<file path="config.mk">
export PLATFORM = sky130hd
export DESIGN_NAME = qam_mapper_multi
export DESIGN_NICKNAME = d
export VERILOG_FILES = /design/src/rtl/qam_pkg.sv /design/src/rtl/qam_mapper_multi_fifo.sv /design/src/rtl/qam_mapper_multi.sv
export SDC_FILE = /design/constraint.sdc
export NUM_CORES = 1
export LEC_CHECK = 0
export ABC_AREA = 1
export ABC_CLOCK_PERIOD_IN_PS = 5000
export BUFFER_PORTS_ARGS = -buffer_cell sky130_fd_sc_hd__buf_4
export CORE_MARGIN = 5
export CORE_UTILIZATION = 50
export CTS_BUF_LIST = sky130_fd_sc_hd__clkbuf_4 sky130_fd_sc_hd__clkbuf_8 sky130_fd_sc_hd__clkbuf_16
export CTS_CLUSTER_SIZE = 16
export DETAILED_ROUTE_END_ITERATION = 10
export PLACE_DENSITY_LB_ADDON = 0.08
export REMOVE_ABC_BUFFERS = 1
export SLEW_MARGIN = 20
export SYNTH_ARGS = -nofsm -noshare
export SYNTH_HDL_FRONTEND = slang
export SYNTH_SLANG_ARGS = --single-unit
</file>
<file path="constraint.sdc">
create_clock -name clk -period 5 [get_ports clk]
set_input_delay 0.25 -clock clk [delete_from_list [all_inputs] [get_ports clk]]
set_output_delay 0.25 -clock clk [all_outputs]
set_load 0.01 [all_outputs]
</file>
<file path="src/rtl/qam_pkg.sv">
// Shared types and the symbol-to-level mapping used by the QAM mapper.
// Levels are at 8-bit scale; the top level widens them to the output width.
package qam_pkg;

    typedef enum logic [1:0] {
        QPSK  = 2'd0,
        QAM16 = 2'd1,
        QAM64 = 2'd2,
        RSVD  = 2'd3
    } mode_t;

    typedef enum logic [1:0] {
        IDLE  = 2'd0,
        RUN   = 2'd1,
        DRAIN = 2'd2,
        DONE  = 2'd3
    } state_t;

    localparam logic [7:0] MAG_QPSK      = 8'd45;
    localparam logic [7:0] MAG16_INNER   = 8'd20;
    localparam logic [7:0] MAG16_OUTER   = 8'd61;
    localparam logic [7:0] MAG64_IDX3    = 8'd9;
    localparam logic [7:0] MAG64_IDX2    = 8'd28;
    localparam logic [7:0] MAG64_IDX0    = 8'd47;
    localparam logic [7:0] MAG64_IDX1    = 8'd66;

    typedef struct packed {
        logic [7:0] i;
        logic [7:0] q;
    } iq8_t;

    // Axis bit0 is the sign (1 = positive); the bits above it are a Gray-coded magnitude index.
    function automatic logic [7:0] axis_level(input mode_t m, input logic [2:0] b);
        logic [7:0] mag;
        mag = '0;
        case (m)
            QPSK:  mag = MAG_QPSK;
            QAM16: mag = b[1] ? MAG16_INNER : MAG16_OUTER;
            QAM64: begin
                case (b[2:1])
                    2'b11:   mag = MAG64_IDX3;
                    2'b10:   mag = MAG64_IDX2;
                    2'b00:   mag = MAG64_IDX0;
                    default: mag = MAG64_IDX1;
                endcase
            end
            default: mag = '0;
        endcase
        return b[0] ? mag : ((~mag) + 8'd1);
    endfunction

    function automatic iq8_t qam_map(input mode_t m, input logic [5:0] sym);
        iq8_t r;
        r = '0;
        case (m)
            QPSK: begin
                r.i = axis_level(m, {2'b00, sym[1]});
                r.q = axis_level(m, {2'b00, sym[0]});
            end
            QAM16: begin
                r.i = axis_level(m, {1'b0, sym[3:2]});
                r.q = axis_level(m, {1'b0, sym[1:0]});
            end
            QAM64: begin
                r.i = axis_level(m, sym[5:3]);
                r.q = axis_level(m, sym[2:0]);
            end
            default: r = '0;
        endcase
        return r;
    endfunction

endpackage

</file>
<file path="src/rtl/qam_mapper_multi_fifo.sv">
// Synchronous symbol FIFO; a pushed entry becomes readable (rd_vld) one cycle after the push.
// Latency: push at edge N, readable after edge N+1; full counts every stored entry.
// Backpressure: push is dropped while full; pop is honoured only while rd_vld.
module qam_sym_fifo #(
    parameter int WIDTH = 6,
    parameter int DEPTH = 4
) (
    input  logic             clk,
    input  logic             rst,
    input  logic             push,
    input  logic [WIDTH-1:0] din,
    input  logic             pop,
    output logic [WIDTH-1:0] dout,
    output logic             full,
    output logic             empty,
    output logic             rd_vld
);
    localparam int AW = (DEPTH > 1) ? $clog2(DEPTH) : 1;

    logic [WIDTH-1:0] mem [DEPTH];
    logic [AW:0]      wr_ptr;
    logic [AW:0]      wr_ptr_seen;
    logic [AW:0]      rd_ptr;
    logic             do_push;
    logic             do_pop;

    assign full    = (wr_ptr[AW] != rd_ptr[AW]) && (wr_ptr[AW-1:0] == rd_ptr[AW-1:0]);
    assign empty   = (wr_ptr == rd_ptr);
    // The read side trails the write pointer by a cycle, giving the mapper its extra stage.
    assign rd_vld  = (wr_ptr_seen != rd_ptr);
    assign do_push = push && !full;
    assign do_pop  = pop && rd_vld;
    assign dout    = mem[rd_ptr[AW-1:0]];

    always_ff @(posedge clk or negedge rst) begin
        if (!rst) begin
            wr_ptr      <= '0;
            wr_ptr_seen <= '0;
            rd_ptr      <= '0;
        end else begin
            if (do_push) wr_ptr <= wr_ptr + 1'b1;
            if (do_pop)  rd_ptr <= rd_ptr + 1'b1;
            wr_ptr_seen <= wr_ptr;
        end
    end

    always_ff @(posedge clk) begin
        if (do_push) mem[wr_ptr[AW-1:0]] <= din;
    end

endmodule

</file>
<file path="src/rtl/qam_mapper_multi.sv">
// Per-frame QPSK/16-QAM/64-QAM mapper with input FIFO and a registered I/Q output stage.
// Latency: symbol accepted at edge N is presented after edge N+2; 1 symbol/cycle sustained.
// Backpressure: output holds while data_valid_o & !data_ready_i; data_ready_o drops when FIFO full.
module qam_mapper_multi #(
    parameter int DATA_W     = 8,
    parameter int FIFO_DEPTH = 4
) (
    input  logic              clk,
    input  logic              rst,
    input  logic              start,
    input  logic [1:0]        mode,
    input  logic [5:0]        symbol,
    input  logic              data_valid_i,
    output logic              data_ready_o,
    input  logic              done_flag_i,
    output logic [DATA_W-1:0] I_data,
    output logic [DATA_W-1:0] Q_data,
    output logic              data_valid_o,
    input  logic              data_ready_i,
    output logic              done_flag_o,
    output logic              mode_err_o
);
    import qam_pkg::*;

    state_t            state;
    mode_t             mode_q;
    logic              fifo_full;
    logic              fifo_empty;
    logic              fifo_rd_vld;
    logic [5:0]        fifo_dout;
    logic              push;
    logic              out_load;
    logic              out_free;
    iq8_t              iq;
    logic [DATA_W-1:0] i_scaled;
    logic [DATA_W-1:0] q_scaled;

    assign data_ready_o = (state == RUN) && !fifo_full;
    assign push         = data_valid_i && data_ready_o;
    assign out_free     = !data_valid_o || data_ready_i;
    assign out_load     = fifo_rd_vld && out_free;

    qam_sym_fifo #(
        .WIDTH (6),
        .DEPTH (FIFO_DEPTH)
    ) u_fifo (
        .clk    (clk),
        .rst    (rst),
        .push   (push),
        .din    (symbol),
        .pop    (out_load),
        .dout   (fifo_dout),
        .full   (fifo_full),
        .empty  (fifo_empty),
        .rd_vld (fifo_rd_vld)
    );

    // Mapping uses the frame's latched mode, so FIFO contents never see a mid-frame change.
    assign iq       = qam_map(mode_q, fifo_dout);
    assign i_scaled = DATA_W'($signed(iq.i)) << (DATA_W - 8);
    assign q_scaled = DATA_W'($signed(iq.q)) << (DATA_W - 8);

    always_ff @(posedge clk or negedge rst) begin
        if (!rst) begin
            state       <= IDLE;
            mode_q      <= QPSK;
            done_flag_o <= 1'b0;
            mode_err_o  <= 1'b0;
        end else begin
            done_flag_o <= 1'b0;
            mode_err_o  <= 1'b0;
            case (state)
                IDLE: begin
                    if (start) begin
                        if (mode_t'(mode) == RSVD) begin
                            mode_err_o <= 1'b1;
                        end else begin
                            mode_q <= mode_t'(mode);
                            state  <= RUN;
                        end
                    end
                end
                RUN: begin
                    if (done_flag_i) state <= DRAIN;
                end
                DRAIN: begin
                    if (fifo_empty && out_free) begin
                        state       <= DONE;
                        done_flag_o <= 1'b1;
                    end
                end
                DONE:    state <= IDLE;
                default: state <= IDLE;
            endcase
        end
    end

    always_ff @(posedge clk or negedge rst) begin
        if (!rst) begin
            I_data       <= '0;
            Q_data       <= '0;
            data_valid_o <= 1'b0;
        end else if (out_load) begin
            I_data       <= i_scaled;
            Q_data       <= q_scaled;
            data_valid_o <= 1'b1;
        end else if (data_ready_i) begin
            data_valid_o <= 1'b0;
        end
    end

endmodule
</file>
# After elaboration in Yosys (flattened, before gate mapping)
# Memories as Yosys holds them, arrays and structs flattened.
# Cells that the tools add are included.
# classes
addsub	7
n_eq_ne	18
muxes	30
bitwise	6
n_reduce_logical	17
# ops
operator	n
two-way mux 8 bit	11
one-hot mux 16 bit (3 select lines)	1
one-hot mux 7 bit (3 select lines)	2
adder 8 x 1 -> 8 bit, second input constant	5
inverter 8 bit	5
== test 2 bit, second input constant	8
two-way mux 6 bit	2
two-way mux 1 bit	9
logical NOT 2 bit	4
two-way mux 2 bit	4
inequality test 2 bit, second input constant	4
one-hot mux 2 bit (4 select lines)	1
logical AND 1 bit	7
adder 3 x 1 -> 3 bit, second input constant	2
== test 2 x 1 -> 1 bit, second input constant	2
AND reduction 4 bit	1
== test 3 bit	1
inequality test 3 bit	1
AND reduction 3 bit	1
== test 2 bit	1
logical NOT 1 bit	2
nonzero test 2 bit	1
logical OR 1 bit	1
inequality test 1 bit	1
inverter 1 bit	1
# word_totals
reg_bits	32
ram_bits	24
mem_count	1
# mem_list
memory	depth	word_bits	rd	rd_clocked_by_memory_dff	write_ports	line_no	source
u_fifo.mem	4	6	1	0	1	qam_mapper_multi_fifo.sv:20	logic [WIDTH-1:0] mem [DEPTH];

# Logic depth before layout (Yosys ltp)
# Gate-level depths: netlist (run 1).
# logic_depth
depth_word	8
mapped_depth	15

# By module
# From an unflattened synthesis (run 1), not the netlist that was laid out.
# unflattened
hier_cells	364
hier_area_um2	3096.7
# modules_own_cells
mod	n_inst	cells_per_inst	area_per_inst_um2
qam_mapper_multi	1	234	1626.6
qam_sym_fifo	1	130	1470.2

# Least setup slack after synthesis (run 1)
# Ideal clock, no wire load.
# synth_timing
path_type	register -> register
from	register u_fifo.rd_ptr[0]
to	register I_data[7]
setup_ps	116
t_arrival_ps	1603
t_required_ps	4884
path_slack_ps	3281
path_stages_with_launch	14
n_path_buf	2
period_less_slack_ps	1719
path_cell_list	dfrtp_1 buf_6 buf_6 nand2_1 nand3_1 nand2_1 inv_1 ha_1 nor3_1 nand3_1 nand3_1 nand2_1 nand2_1 nand2_1
# synth_between
elab_chain_len	8
elab_cells_between_ends	18
# synth_lines
item	line_no	source
start, declared	qam_mapper_multi_fifo.sv:23	logic [AW:0] rd_ptr;
start signal, assigned	qam_mapper_multi_fifo.sv:42	if (do_pop) rd_ptr <= rd_ptr + 1'b1;
memory read (4 x 6 bit)	n/a	
== test 2 bit / logical NOT 2 bit (equally long branches)	qam_pkg.sv:40	case (b[2:1])
one-hot mux 7 bit (3 select lines)	qam_pkg.sv:40	
two-way mux 8 bit	qam_pkg.sv:55	case (m)
inverter 8 bit	qam_pkg.sv:49	return b[0] ? mag : ((~mag) + 8'd1);
adder 8 x 1 -> 8 bit	qam_pkg.sv:49	
two-way mux 8 bit	qam_pkg.sv:49	
one-hot mux 16 bit (3 select lines)	qam_pkg.sv:55	
end signal, assigned	qam_mapper_multi.sv:104	I_data <= i_scaled;
end, declared	qam_mapper_multi.sv:16	output logic [DATA_W-1:0] I_data,
# Parallel ways exist; a longest one is shown, timed or not. The select of a mux whose other input is x is not followed.
# A chain may end at the register's enable or synchronous reset.

# Worst setup path after layout (run 1)
# layout_timing
from	register u_fifo.rd_ptr[0]
to	register I_data[0]
# The elaborated chain is that of the path after synthesis.

==> summary.txt, run 1 <==
GRT
  • Pin count of the biggest net entering global routing: 33
  • GR Util All Layers: between 10% and 20%
  • GRT overflow: 0
  • Initial antenna violation count: 0
  • First-pass GRT wire length: roughly 10 mm
  • Vias in the first global route: approximately 2300

Setup path
  • Startpoint class of the critical path: flip-flop
  • Worst path most repeated cell: nand2_1
  • Slowest-stage cell, CP: dfrtp_1
  • CP peak stage delay: 0.75 ns
  • Total buffers and inverters traversed by the critical path: 2
  • Crit Reg-Reg Endpoint: I_data[0]
  • Crit. End Element: flip-flop
  • Crit path DAT: about 2.4 ns
  • Worst path cell trace: inv_4 -> nand2_1 -> nand3_1 -> nand2_1 -> inv_1 -> ha_1 -> a21oi_1 -> o21ai_0 -> nand2_1
  • FF-to-FF Start: u_fifo.rd_ptr[0]
  • Reg2Reg Depth: 9
  • Crit path max fanout: 18
  • Worst EP required: approximately 5.2 ns
  • Flop-to-flop setup slack: between 2 and 3 ns
  • Crit Path Category: flip-flop to flip-flop
  • Crit path max-delay family: flip-flops

Power and ir drop
  • PD cells: 645 mW/mm^2
  • Total power: roughly 0.0023 W
  • Max VDD drop: 0.351 mV
  • P_leak: approximately 1.9 nW

Drt
  • Routed Antenna Nets: 0
  • Final wirelength: 5.91 mm
  • DR iter-0 viols: 74
  • Wire per inst: about 12 um
  • Via Count: 2319
  • Remaining DRCs: 0
  • 1st-pass router iterations: 4
  • Via-to-Cell Ratio: about 4.7

STA
  • Worst slew margin: between 40% and 50%
  • Count of final setup violators: 0
  • Clock Skews: 0.00316 ns
  • Final Hold Vio Count: 0
  • Tmin final: 2.24 ns
  • Slew @ Worst Pin: about 0.9 ns
  • Final setup TNS: 0 ns
  • Final Max Slew Viols: 0
  • Unrepaired setup endpoints after global routing: no
  • Final Cycle Share: approximately 45%
  • Max Clk Rate: 0.446 GHz

Clock network
  • Post-cts sizing count: 0
  • H-tree Lvls: 2
  • Worst-path clk slew: around 0.10 ns
  • Clk_lat worst skew: around 0.31 ns
  • Clk sink count: 56
  • Root buffer cell: clkbuf_8
  • CTS tree: built
  • Max clock buf depth: 2
  • Num CTS Buffers: 5

Placement
  • RD Place Congestion: slightly below 0.9
  • Post-DP Area: approximately 0.0035 sq mm
  • I/O Buffers: 33
  • Dpl hpwl: around 4.4 mm

Floorplanning
  • Row count: 29
  • Die area: between 0.008 and 0.009 sq mm
  • Starting Density: between 50% and 60%
  • Core Area: 0.00628 sq mm
  • Chip Height: about 90 um
  • # IOs: 34
  • Die X: about 90 um

Min path
  • Min-delay src: symbol[4]
  • Hold/Removal Path Class: input pin to flip-flop
  • WHS Path Cells: 1
  • Worst min-delay path endpoint: u_fifo.mem[1][4]

Yosys
  • Post-synthesis sequential area ratio: 47.8%
  • Post-Synthesis Cells: between 300 and 400
  • EDFF count, synth: 24
  • Async set-or-reset flop fraction in the synthesized netlist: between 50% and 60%
  • Syn_area_per_cell: roughly 8.4 sq um
  • Synth cell count leaders: nand2_1, inv_1, dfrtp_1
  • Largest cells by area after synthesis: dfrtp_1, edfxtp_1, nand2_1
  • #FFs+latches synth: between 50 and 60
  • Yosys warns: 0
  • Leading area contributor after synthesis: dfrtp_1
  • Synth unique cells: 26
  • Count leader, synth: nand2_1
  • Synth Cell Area: 0.00318 sq mm
  • Predominant post-synthesis flop cell: dfrtp_1
  • Share of the synthesized area in the top cell type: approximately a quarter

Layout
  • Antenna diode count: 0
  • Share of cells above drive strength 1: 13.8%
  • Fin area: roughly 0.0036 sq mm
  • Nets: 450
  • Area grow syn2layout: 12.5%

Outcome
  • Status: finished clean

Run
  • Max-cap violations: 0
## how the worst max path moves through the flow
stage	from	slack (ns)	end	depth (start not counted)
detailed placement	u_fifo.rd_ptr[0]	2.76	I_data[0]	9
global placement	u_fifo.rd_ptr[0]	2.85	I_data[0]	9
global route	u_fifo.rd_ptr[0]	2.60	I_data[7]	12
finish	u_fifo.rd_ptr[0]	2.76	I_data[0]	9
floorplan	u_fifo.rd_ptr[0]	3.12	I_data[7]	12
CTS	u_fifo.rd_ptr[0]	2.75	I_data[0]	9
## registers in the layout, indices dropped and copies added (netlist names)
register	flops
I_data	8
Q_data	8
data_valid_o	1
done_flag_o	1
mode_err_o	1
mode_q	2
state	2
u_fifo.mem	24
u_fifo.rd_ptr	3
u_fifo.wr_ptr	3
u_fifo.wr_ptr_seen	3
## layer usage
| layer | up-vias | track usage [%] | part of all wire, % |
|---|---|---|---|
| li1 | 1250 | - | - |
| met2 | 38 | 24.5 | 45 |
| met5 | - | 0 | 0 |
| met3 | 7 | 3.34 | 3.6 |
| met1 | 1024 | 20.5 | 50 |
| met4 | 0 | 5.79 | 1.8 |
## cell usage in the layout (no fill, tap or decap), drive strengths merged
| cell | count |
|---|---|
| inv | 41 |
| xor2 | 4 |
| ha | 25 |
| dlygate4sd3 | 1 |
| xnor2 | 5 |
| edfxtp | 24 |
| clkinv | 2 |
| bufinv | 1 |
| dfrtp | 32 |
| or2 | 1 |
| nor3 | 2 |
| nand3 | 36 |
| nand3b | 4 |
| clkbuf | 5 |
| a21oi | 8 |
| buf | 34 |
| nor2 | 22 |
| a21boi | 1 |
| o21ai | 5 |
| nand2 | 159 |
## where the power goes
part | total, W | internal (W) | switching [W]
Combinational | 0.00126 | 0.000475 | 0.000786
Clock | 0.000302 | 0.000151 | 0.000151
Sequential | 0.000745 | 0.000618 | 0.000127
## kinds of logic after synthesis
group / synth area share [%]
AO/OA/AOI/OAI: 2.28
XOR/XNOR: 2.48
adder cells (fa/ha/maj): 9.83
buffers and inverters: 7.43
flip-flops: 47.8
AND/OR/NAND/NOR: 30.1
## repair_timing
action	CTS	global route
setup buffers	0	0
endpoints found under the hold margin	32	0
hold buffers	1	0
## worst reg2reg max path, delay by kind of cell, from the launching register on
kind                       cells  cell delay (ns)
DFF                            1             0.75
buffers and inverters          2             0.27
adders and majority gates      1             0.31
and+or+nand+nor                4             0.41
AOI/OAI and AO/OA              2             0.38
## per-stage QoR
step | cells | setup WS (ns) | util, % | hold WS (ns)
CTS | 489 | 2.75 | 57.0 | 0.124
global placement | 480 | 2.85 | 55.0 | 0.217
detailed placement | 480 | 2.76 | 55.0 | 0.221
finish | 489 | 2.76 | 57.0 | 0.134
floorplan | 369 | 3.12 | - | -0.0456
global route | 489 | 2.60 | 57.0 | 0.115
## final cells by class
class                   count  area [sq um]
clock buffers               5          68.8
clock inverters             3          47.5
fillers                   570          2700
inverters                  41           156
multi-input cells         272          1420
flip-flops and latches     56          1520
well taps                  77          96.3
repair buffers             35           265
No activity file was read; power rests on OpenSTA's default activity.
==> inputs of run 2 (changes only) <==
--- a/config.mk
+++ b/config.mk
@@ -5,8 +5,8 @@
 export SDC_FILE = /design/constraint.sdc
 export NUM_CORES = 1
 export LEC_CHECK = 0
-export ABC_AREA = 1
-export ABC_CLOCK_PERIOD_IN_PS = 5000
+export ABC_AREA = 0
+export ABC_CLOCK_PERIOD_IN_PS = 2000
 export BUFFER_PORTS_ARGS = -buffer_cell sky130_fd_sc_hd__buf_4
 export CORE_MARGIN = 5
 export CORE_UTILIZATION = 50
==> constraint.sdc (replaced) <==
create_clock -name clk -period 2 [get_ports clk]
set_input_delay 0.1 -clock clk [delete_from_list [all_inputs] [get_ports clk]]
set_output_delay 0.1 -clock clk [all_outputs]
set_load 0.01 [all_outputs]
==> summary.txt, run 2 <==
Outcome
  • Status: finished clean

Setup path
  • Worst EP required: 2.19 ns (-3.00 ns)
  • Crit path DAT: 2.17 ns (-0.27 ns)
  • Crit. End Element: flip-flop
  • Crit Path Category: flip-flop to flip-flop
  • Crit path max fanout: 4 (-14)
  • Startpoint class of the critical path: flip-flop

Placement
  • Placed Instances: 359 (-25%)
  • Dpl hpwl: 3.94 mm (-9.7%)
  • I/O Buffers: 33 (unchanged)
  • Post-DP Area: 0.00336 sq mm (-2.7%)
  • RD Place Congestion: 0.876 (+0.35%)

Yosys
  • Post-Synthesis Cells: 240 (-37%)
  • Post-synthesis sequential area ratio: 52.9% (+5.1 points)
  • Leading area contributor after synthesis: dfrtp_1
  • Synth Cell Area: 0.00288 sq mm (-9.6%)
  • Count leader, synth: nand2_1
  • Largest cells by area after synthesis: dfrtp_1, edfxtp_1, ha_1
  • Predominant post-synthesis flop cell: dfrtp_1
  • Syn_area_per_cell: 12.0 sq um (+43%)
  • Async set-or-reset flop fraction in the synthesized netlist: 57.1% (unchanged)
  • Synth cell count leaders: nand2_1, dfrtp_1, ha_1
  • Yosys warns: 0 (unchanged)
  • Synth unique cells: 45 (+73%)
  • Share of the synthesized area in the top cell type: 27.9% (+2.7 points)
  • #FFs+latches synth: 56 (unchanged)
  • EDFF count, synth: 24 (unchanged)

GRT
  • First-pass GRT wire length: 8.96 mm (-14%)
  • GR Util All Layers: 15.4% (about the same)
  • Vias in the first global route: 1948 (-13%)
  • Initial antenna violation count: 0 (unchanged)
  • GRT overflow: 0 (unchanged)
  • Pin count of the biggest net entering global routing: 33 (unchanged)

STA
  • Unrepaired setup endpoints after global routing: yes
  • Final Cycle Share: 98.9% (+54 points)
  • Final Max Slew Viols: 0 (unchanged)
  • Tmin final: 1.98 ns (-0.267 ns)
  • Slew @ Worst Pin: 0.526 ns (-0.357 ns)
  • Count of final setup violators: 0 (unchanged)
  • Worst slew margin: 64.9% (+24 points)
  • Clock Skews: 0.00928 ns (+0.00612 ns)
  • Max Clk Rate: 0.506 GHz (+14%)
  • Final Hold Vio Count: 0 (unchanged)

Drt
  • Routed length on met3: 169 um (-21%)
  • Final wirelength: 5.41 mm (-8.4%)
  • Remaining DRCs: 0 (unchanged)
  • Wire per inst: 14.4 um (+19%)
  • Highest metal used: met4
  • DR iter-0 viols: 31 (-58%)
  • Via Count: 1936 (-17%)
  • Via-to-Cell Ratio: 5.15 (+8.6%)
  • Metal2 WL: 2.70 mm (+1.6%)
  • Routed Antenna Nets: 0 (unchanged)
  • Routed met1 length: 2.45 mm (-16%)
  • 1st-pass router iterations: 4 (unchanged)

Power and ir drop
  • Comb power frac: 57.3% (+2.7 points)
  • Clock power frac: 12.4% (-0.7 points)
  • P_leak: 1.57 nW (-15%)
  • Sw frac: 39.1% (-7.0 points)
  • Max VDD drop: 0.694 mV (+98%)
  • Sequential share of power: 30.3% (-2.0 points)
  • Psw: 0.00232 W (+120%)
  • Int Pwr: 0.00362 W (+190%)
  • PD cells: 1650 mW/mm^2 (+160%)

Clock network
  • Clk sink count: 56 (unchanged)
  • Worst-path clk slew: 0.09 ns (about the same)
  • Max clock buf depth: 2 (unchanged)
  • H-tree Lvls: 2 (unchanged)
  • Root buffer cell: clkbuf_8
  • Clk_lat worst skew: 0.30 ns (about the same)
  • Num CTS Buffers: 5 (unchanged)
  • CTS tree: built

Floorplanning
  • Die area: 0.00737 sq mm (-8.6%)
  • Starting Density: 51.9% (+1.2 points)
  • Die X: 85.8 um (-4.4%)
  • Core Area: 0.00554 sq mm (-12%)
  • Chip Height: 85.8 um (-4.4%)
  • # IOs: 34 (unchanged)
  • Row count: 27 (-6.9%)

Layout
  • Final Instance Count excl. Fillers: 376 (-23%)
  • Nets: 342 (-24%)
  • Fin area: 0.00360 sq mm (+0.63%)
  • Share of cells above drive strength 1: 29.3% (+15 points)
  • Commonest non-fill, non-tap cell in the layout: buf_4
  • Register Area: 0.00152 sq mm (about the same)
  • Fill count: 453 (-21%)
  • Antenna diode count: 0 (unchanged)
  • Final core utilization: 65.0% (+8.0 points)
  • Most frequent cells in the layout: buf_4, nand2_1, dfrtp_1
  • Multi-input gate area: 0.00127 sq mm (-10%)
  • Max FFs per register: 24 (unchanged)
  • Area grow syn2layout: 25.2%

Run
  • Max-cap violations: 0 (unchanged)

Min path
  • Hold/Removal Path Class: input pin to flip-flop
run 2: changes by cell type after synthesis, sizes merged, moves of 5 or more:
cell / delta
mux4: +6
buf: -5
inv: -25
a21oi: -6
o211ai: +6
nor2: -11
o21ai: +10
nand2: -125
nand3: -33
run 2: cells by family (layout without fill, tap and decap cells):
family          after synthesis  in the layout  share of synthesized area [%]
buf+inv                      25             89                           3.92
compound gates               46             46                           11.6
simple gates                 66             66                           10.4
flops                        56             56                           52.9
mux                          11             11                           6.92
xor+xnor                     11             11                           3.35
fa+ha+maj                    25             25                           10.9
run 2: power groups by stage:
stage	Combinational, W	Clock, W	Sequential, W
after CTS	0.00326	0.000756	0.00180
after global routing	0.00376	0.000813	0.00186
after global placement	0.00312	0	0.00181
after detailed placement	0.00317	0	0.00182
after floorplan	0.00179	0	0.00194
final	0.00341	0.000738	0.00180
run 2: path summary, 6_finish.rpt:
| kind | from | slack, ns | end | cells after the start |
|---|---|---|---|---|
| max | u_fifo.rd_ptr[0] | 0.02 | I_data[5] | 7 |
| min | mode[1] | 0.06 | mode_err_o | 3 |
| max reg2reg | u_fifo.rd_ptr[0] | 0.02 | I_data[5] | 7 |
| min reg2reg | u_fifo.wr_ptr[2] | 0.44 | u_fifo.wr_ptr_seen[2] | 0 |
| max in group asynchronous | rst | 1.43 | u_fifo.rd_ptr[0] | 2 |
| min in group asynchronous | rst | 0.26 | I_data[4] | 2 |
run 2: worst max-delay path, cell delays in order, from the launching register on:
cell       delay [ns]
dfrtp_2          0.43
buf_6            0.13
mux4_2           0.54
inv_4            0.11
ha_4             0.20
mux2i_2          0.20
a2bb2oi_1        0.18
o21ai_1          0.07
run 2: what timing repair did:
item / in CTS / in global routing
gates resized for setup: 5 / 19
pin swaps: 0 / 1
setup endpoints to repair: 8 / 22
hold endpoints to repair: 56 / 0
hold buffers: 7 / 0
setup buffers: 2 / 0
run 2: stage by stage:
| stage | TNS, ns | total power, W | setup slack [ns] | hold slack [ns] |
|---|---|---|---|---|
| CTS | 0 | 0.00581 | 0.00406 | 0.0479 |
| global route | -0.260 | 0.00643 | -0.0663 | 0.0467 |
| detailed placement | -0.154 | 0.00499 | -0.0362 | 0.0645 |
| finish | 0 | 0.00594 | 0.0228 | 0.0592 |
| global placement | 0 | 0.00493 | 0.0122 | 0.0649 |
| floorplan | -0.809 | 0.00373 | -0.194 | -0.196 |
run 2: area by class of cell:
type / count / area share [%]
inverters: 16 / 1.81
repair buffers: 65 / 14.9
flip-flops and latches: 56 / 42.3
clock inverters: 2 / 0.973
well taps: 72 / 2.50
clock buffers: 6 / 2.12
multi-input cells: 159 / 35.4
run 2: layer usage:
layer	GRT usage, %	vias to the layer above
met4	6.62	0
met3	2.98	7
met1	19.7	929
met5	0	-
li1	-	974
met2	25.5	26
